**src/rtl/chunked_adder.sv**
```systemverilog
// chunked_adder: multi-cycle WIDTH-bit adder that handles CHUNK bits per clock,
// carrying between chunks through a register, with a start/busy/done handshake.
module chunked_adder #(
    parameter int unsigned WIDTH = 16,
    parameter int unsigned CHUNK = 4
) (
    input  logic             clk,
    input  logic             rst,
    input  logic             start,
    input  logic [WIDTH-1:0] a,
    input  logic [WIDTH-1:0] b,
    input  logic             cin,
    output logic             busy,
    output logic             done,
    output logic [WIDTH-1:0] sum,
    output logic             carry,
    output logic             overflow
);

    localparam int unsigned NCHUNK = WIDTH / CHUNK;
    localparam int unsigned IDXW   = (NCHUNK > 1) ? $clog2(NCHUNK) : 1;
    localparam logic [IDXW-1:0] LAST_IDX = IDXW'(NCHUNK - 1);

    // Reject chunkings that do not tile the operand exactly
    generate
        if (CHUNK < 1 || CHUNK > WIDTH || (WIDTH % CHUNK) != 0) begin : g_bad_params
            $error("chunked_adder: CHUNK must divide WIDTH and lie in 1..WIDTH");
        end
    endgenerate

    typedef enum logic {
        IDLE = 1'b0,
        RUN  = 1'b1
    } state_t;

    state_t           state;
    logic [WIDTH-1:0] op_a;
    logic [WIDTH-1:0] op_b;
    logic [WIDTH-1:0] partial;
    logic             c_reg;
    logic [IDXW-1:0]  idx;

    logic [CHUNK:0]   csum;
    logic [WIDTH-1:0] partial_next;
    logic             ovf_next;

    // Operands shift down one chunk per cycle, so the active chunk is always
    // the low CHUNK bits; the result fills partial from the top.
    always_comb begin
        csum         = {1'b0, op_a[CHUNK-1:0]} + {1'b0, op_b[CHUNK-1:0]}
                     + {{CHUNK{1'b0}}, c_reg};
        partial_next = (partial >> CHUNK)
                     | (WIDTH'(csum[CHUNK-1:0]) << (WIDTH - CHUNK));
        // On the last chunk the low chunk holds the original MSBs; the carry
        // into the MSB is recovered as a ^ b ^ s at that bit.
        ovf_next     = op_a[CHUNK-1] ^ op_b[CHUNK-1] ^ csum[CHUNK-1] ^ csum[CHUNK];
    end

    // Control FSM, chunk datapath and registered result
    always_ff @(posedge clk) begin
        if (rst) begin
            state    <= IDLE;
            busy     <= 1'b0;
            done     <= 1'b0;
            sum      <= '0;
            carry    <= 1'b0;
            overflow <= 1'b0;
            idx      <= '0;
            c_reg    <= 1'b0;
            op_a     <= '0;
            op_b     <= '0;
            partial  <= '0;
        end else begin
            done <= 1'b0;
            case (state)
                IDLE: begin
                    if (start) begin
                        op_a    <= a;
                        op_b    <= b;
                        c_reg   <= cin;
                        idx     <= '0;
                        partial <= '0;
                        busy    <= 1'b1;
                        state   <= RUN;
                    end
                end
                RUN: begin
                    op_a    <= op_a >> CHUNK;
                    op_b    <= op_b >> CHUNK;
                    partial <= partial_next;
                    c_reg   <= csum[CHUNK];
                    idx     <= idx + IDXW'(1);
                    if (idx == LAST_IDX) begin
                        sum      <= partial_next;
                        carry    <= csum[CHUNK];
                        overflow <= ovf_next;
                        done     <= 1'b1;
                        busy     <= 1'b0;
                        state    <= IDLE;
                    end
                end
                default: state <= IDLE;
            endcase
        end
    end

endmodule

```
**config.mk**
```make
export PLATFORM = sky130hd
export DESIGN_NAME = chunked_adder
export DESIGN_NICKNAME = d
export VERILOG_FILES = /design/src/rtl/chunked_adder.sv
export SDC_FILE = /design/constraint.sdc
export NUM_CORES = 1
export LEC_CHECK = 0
export CORE_MARGIN = 3
export CORE_UTILIZATION = 31
export CTS_BUF_LIST = sky130_fd_sc_hd__clkbuf_8
export DETAILED_ROUTE_END_ITERATION = 10
export GPL_TIMING_DRIVEN = 0
export PLACE_DENSITY = 0.52
export SYNTH_ARGS = -nofsm -noshare
export SYNTH_HDL_FRONTEND = slang
export SYNTH_SLANG_ARGS = --single-unit
```
**constraint.sdc**
```tcl
create_clock -name clk -period 2.5 [get_ports clk]
set_input_delay 0.75 -clock clk [delete_from_list [all_inputs] [get_ports clk]]
set_output_delay 0.75 -clock clk [all_outputs]
set_load 0.05 [all_outputs]
```
==> out/qor.csv <==
stage,metric,value,unit
sta,hold_viol_final,0,
synth,ys_types,27,
critical_path,path_max_fanout,2,
drt,antenna_left,0,
drt,vias_per_cell,4.75,
critical_path,path_cells,clkdlybuf4s50_1,
drt,drt_iter0_drc,58,
synth,syn_nets,331,
sta,tightest_slew,535,ps
global_route,antenna_found_initial,0,
global_route,grt_max_degree,11,
sta,fin_crit,2230,ps
global_route,grt_pass1_vias,2140,
clock_tree,clockBufferDepth,2,
clock_tree,clock-sinks,68,
finish,drive_gt1_frac,0.0975,
critical_path,required,1750,ps
sta,period_share,0.894,
synth,avgSynthCellArea,9.53,sq um
clock_tree,post_cts_buffers,0,
critical_path,crit_arrival,1480,ps
synth,synth-main-ff-cell,dfxtp_1,
sta,slew_headroom,0.643,
hold_path,hold_class,reg -> reg,
finish,layout_commonest_cell,nor2_1,
drt,firstDrtPassIters,4,
sta,fin_skew,9.29,ps
synth,synth-seq-area-share,0.494,
clock_tree,clockRootBuffer,clkbuf_8,
critical_path,start_kind,flop,
floorplanning,die_area,10100,sq um
drt,vias,2202,
synth,ys_ff_latch,68,
floorplanning,die_w,100,um
sta,finalSetupTns,0,ps
critical_path,critPathKind,reg -> out,
floorplanning,placementRows,33,
drt,met3WireLength,312,um
drt,drcViolationCount,0,
placed_design,placement.io_buffers,54,
critical_path,rr_endpoint,overflow,
placed_design,place_congestion,0.755,
pwr,power.density,621,nW/um^2
critical_path,end_kind,output port,
finish,diodes,0,
critical_path,worstRegToRegCells,6,
placed_design,placed_area,3430,sq um
clock_tree,cts_inserted_buffers,9,
pwr,power,2.24,mW
drt,routed_wl,6700,um
sta,slew_violations,0,
synth,async_flop_share,0,
finish,area_growth,31.0,%
finish,num-nets-final,396,
global_route,grt-ovfl-total,0,
placed_design,hpwl,4870,um
global_route,grt_pass1_wl,11000,um
finish,stdcell_area,3610,sq um
pwr,peakVddDrop,262,uV
run,drv_cap,0,
floorplanning,die_h,100,um
clock_tree,clock_latency,340,ps
synth,synth_enable_flop_cells,0,
pwr,p_leak,1.51,nW
critical_path,r2r_slack,540,ps
status,outcome,"complete, no violations",
sta,max_freq,448,MHz
sta,whs,445,ps
synth,yosysWarnings,0,
sta,rsz0062_at_grt,false,
clock_tree,cts_htree_levels,3,
critical_path,slowest_delay,810,ps
finish,reg_top3,"op_a (16), op_b (16), sum (16)",
critical_path,crit_path_start,sum[14],
drt,route.met2.wl,3080,um
synth,syn_area,2760,sq um
clock_tree,cts-resized-gates,0,
floorplanning,io_pins,56,
critical_path,critPathCapture,sum[14],
clock_tree,clk_pin_slew,70,ps
critical_path,crit_buf_inv,1,
global_route,grt_usage,0.141,
clock_tree,cts_tree,built,
drt,met1_length,3280,um
critical_path,worst-path-stages,1,
clock_tree,ctsHoldBuffers,0,
drt,wl_per_cell,14.4,um
finish,most-common-layout-cells,"nor2_1, dfxtp_1, clkdlybuf4s50_1",
critical_path,cpMaxStageDelayCell,clkdlybuf4s50_1,
critical_path,r2r_start,op_a[0],
synth,netlist_instances,289,
floorplanning,start_util,0.327,
drt,top_layer_used,met4,
critical_path,crit_family,buffers and inverters,
sta,setup_viol,0,
floorplanning,core,8420,sq um
-- routing by layer --
layer  vias to the layer above  track usage
li1                       1119            -
met4                         0       0.0435
met2                        56        0.224
met5                         -            0
met3                         4       0.0396
met1                      1023        0.185
-- where the power goes --
group / leakage (nW) / switching [mW] / total, mW / internal, mW
Clock: 0.106 / 0.394 / 0.824 / 0.430
Combinational: 0.850 / 0.140 / 0.270 / 0.130
Sequential: 0.554 / 0.0250 / 1.15 / 1.12
-- cells in the mapped netlist (all sizes together), types with 2 or more instances --
master,count,area share
nor2,70,0.095
dfxtp,68,0.49
a21oi,39,0.074
mux2i,33,0.12
buf,20,0.044
a22o,16,0.051
nor3b,12,0.033
clkbuf,4,0.0054
ha,4,0.018
nor2b,3,0.0068
a211oi,2,0.0054
a21o,2,0.0054
fa,2,0.015
inv,2,0.0027
nand2,2,0.0027
o21ai,2,0.0036
xnor2,2,0.0064
-- kinds of logic after synthesis --
family / synth area share
DFF: 0.494
buffers and inverters: 0.0518
adders and majority gates: 0.0327
and+or+nand+nor: 0.147
muxes: 0.120
AOI/OAI and AO/OA: 0.145
xor gates and xnor gates: 0.00954
-- metrics by stage --
stage,cells,setup slack [ps],util
floorplan,289,696,-
CTS,464,235,0.428
global route,464,206,0.428
finish,464,266,0.428
global placement,448,191,0.407
detailed placement,448,189,0.407
-- worst min path at each step --
| stage | from | endpoint | cells past startpoint |
|---|---|---|---|
| floorplan | partial[4] | sum[0] | 1 |
| global placement | overflow | overflow | 2 |
| detailed placement | overflow | overflow | 2 |
| CTS | overflow | overflow | 2 |
| global route | overflow | overflow | 2 |
| finish | overflow | overflow | 2 |
-- final cells by class --
type | count | area (sq um)
Fill cell | 862 | 4810
Sequential cell | 68 | 1360
Multi-Input combinational cell | 195 | 1250
Timing Repair Buffer | 54 | 541
Clock buffer | 12 | 165
Buffer | 24 | 135
Tap cell | 105 | 131
Clock inverter | 4 | 16.3
Inverter | 2 | 7.51
Power figures use the tool's default switching activity.
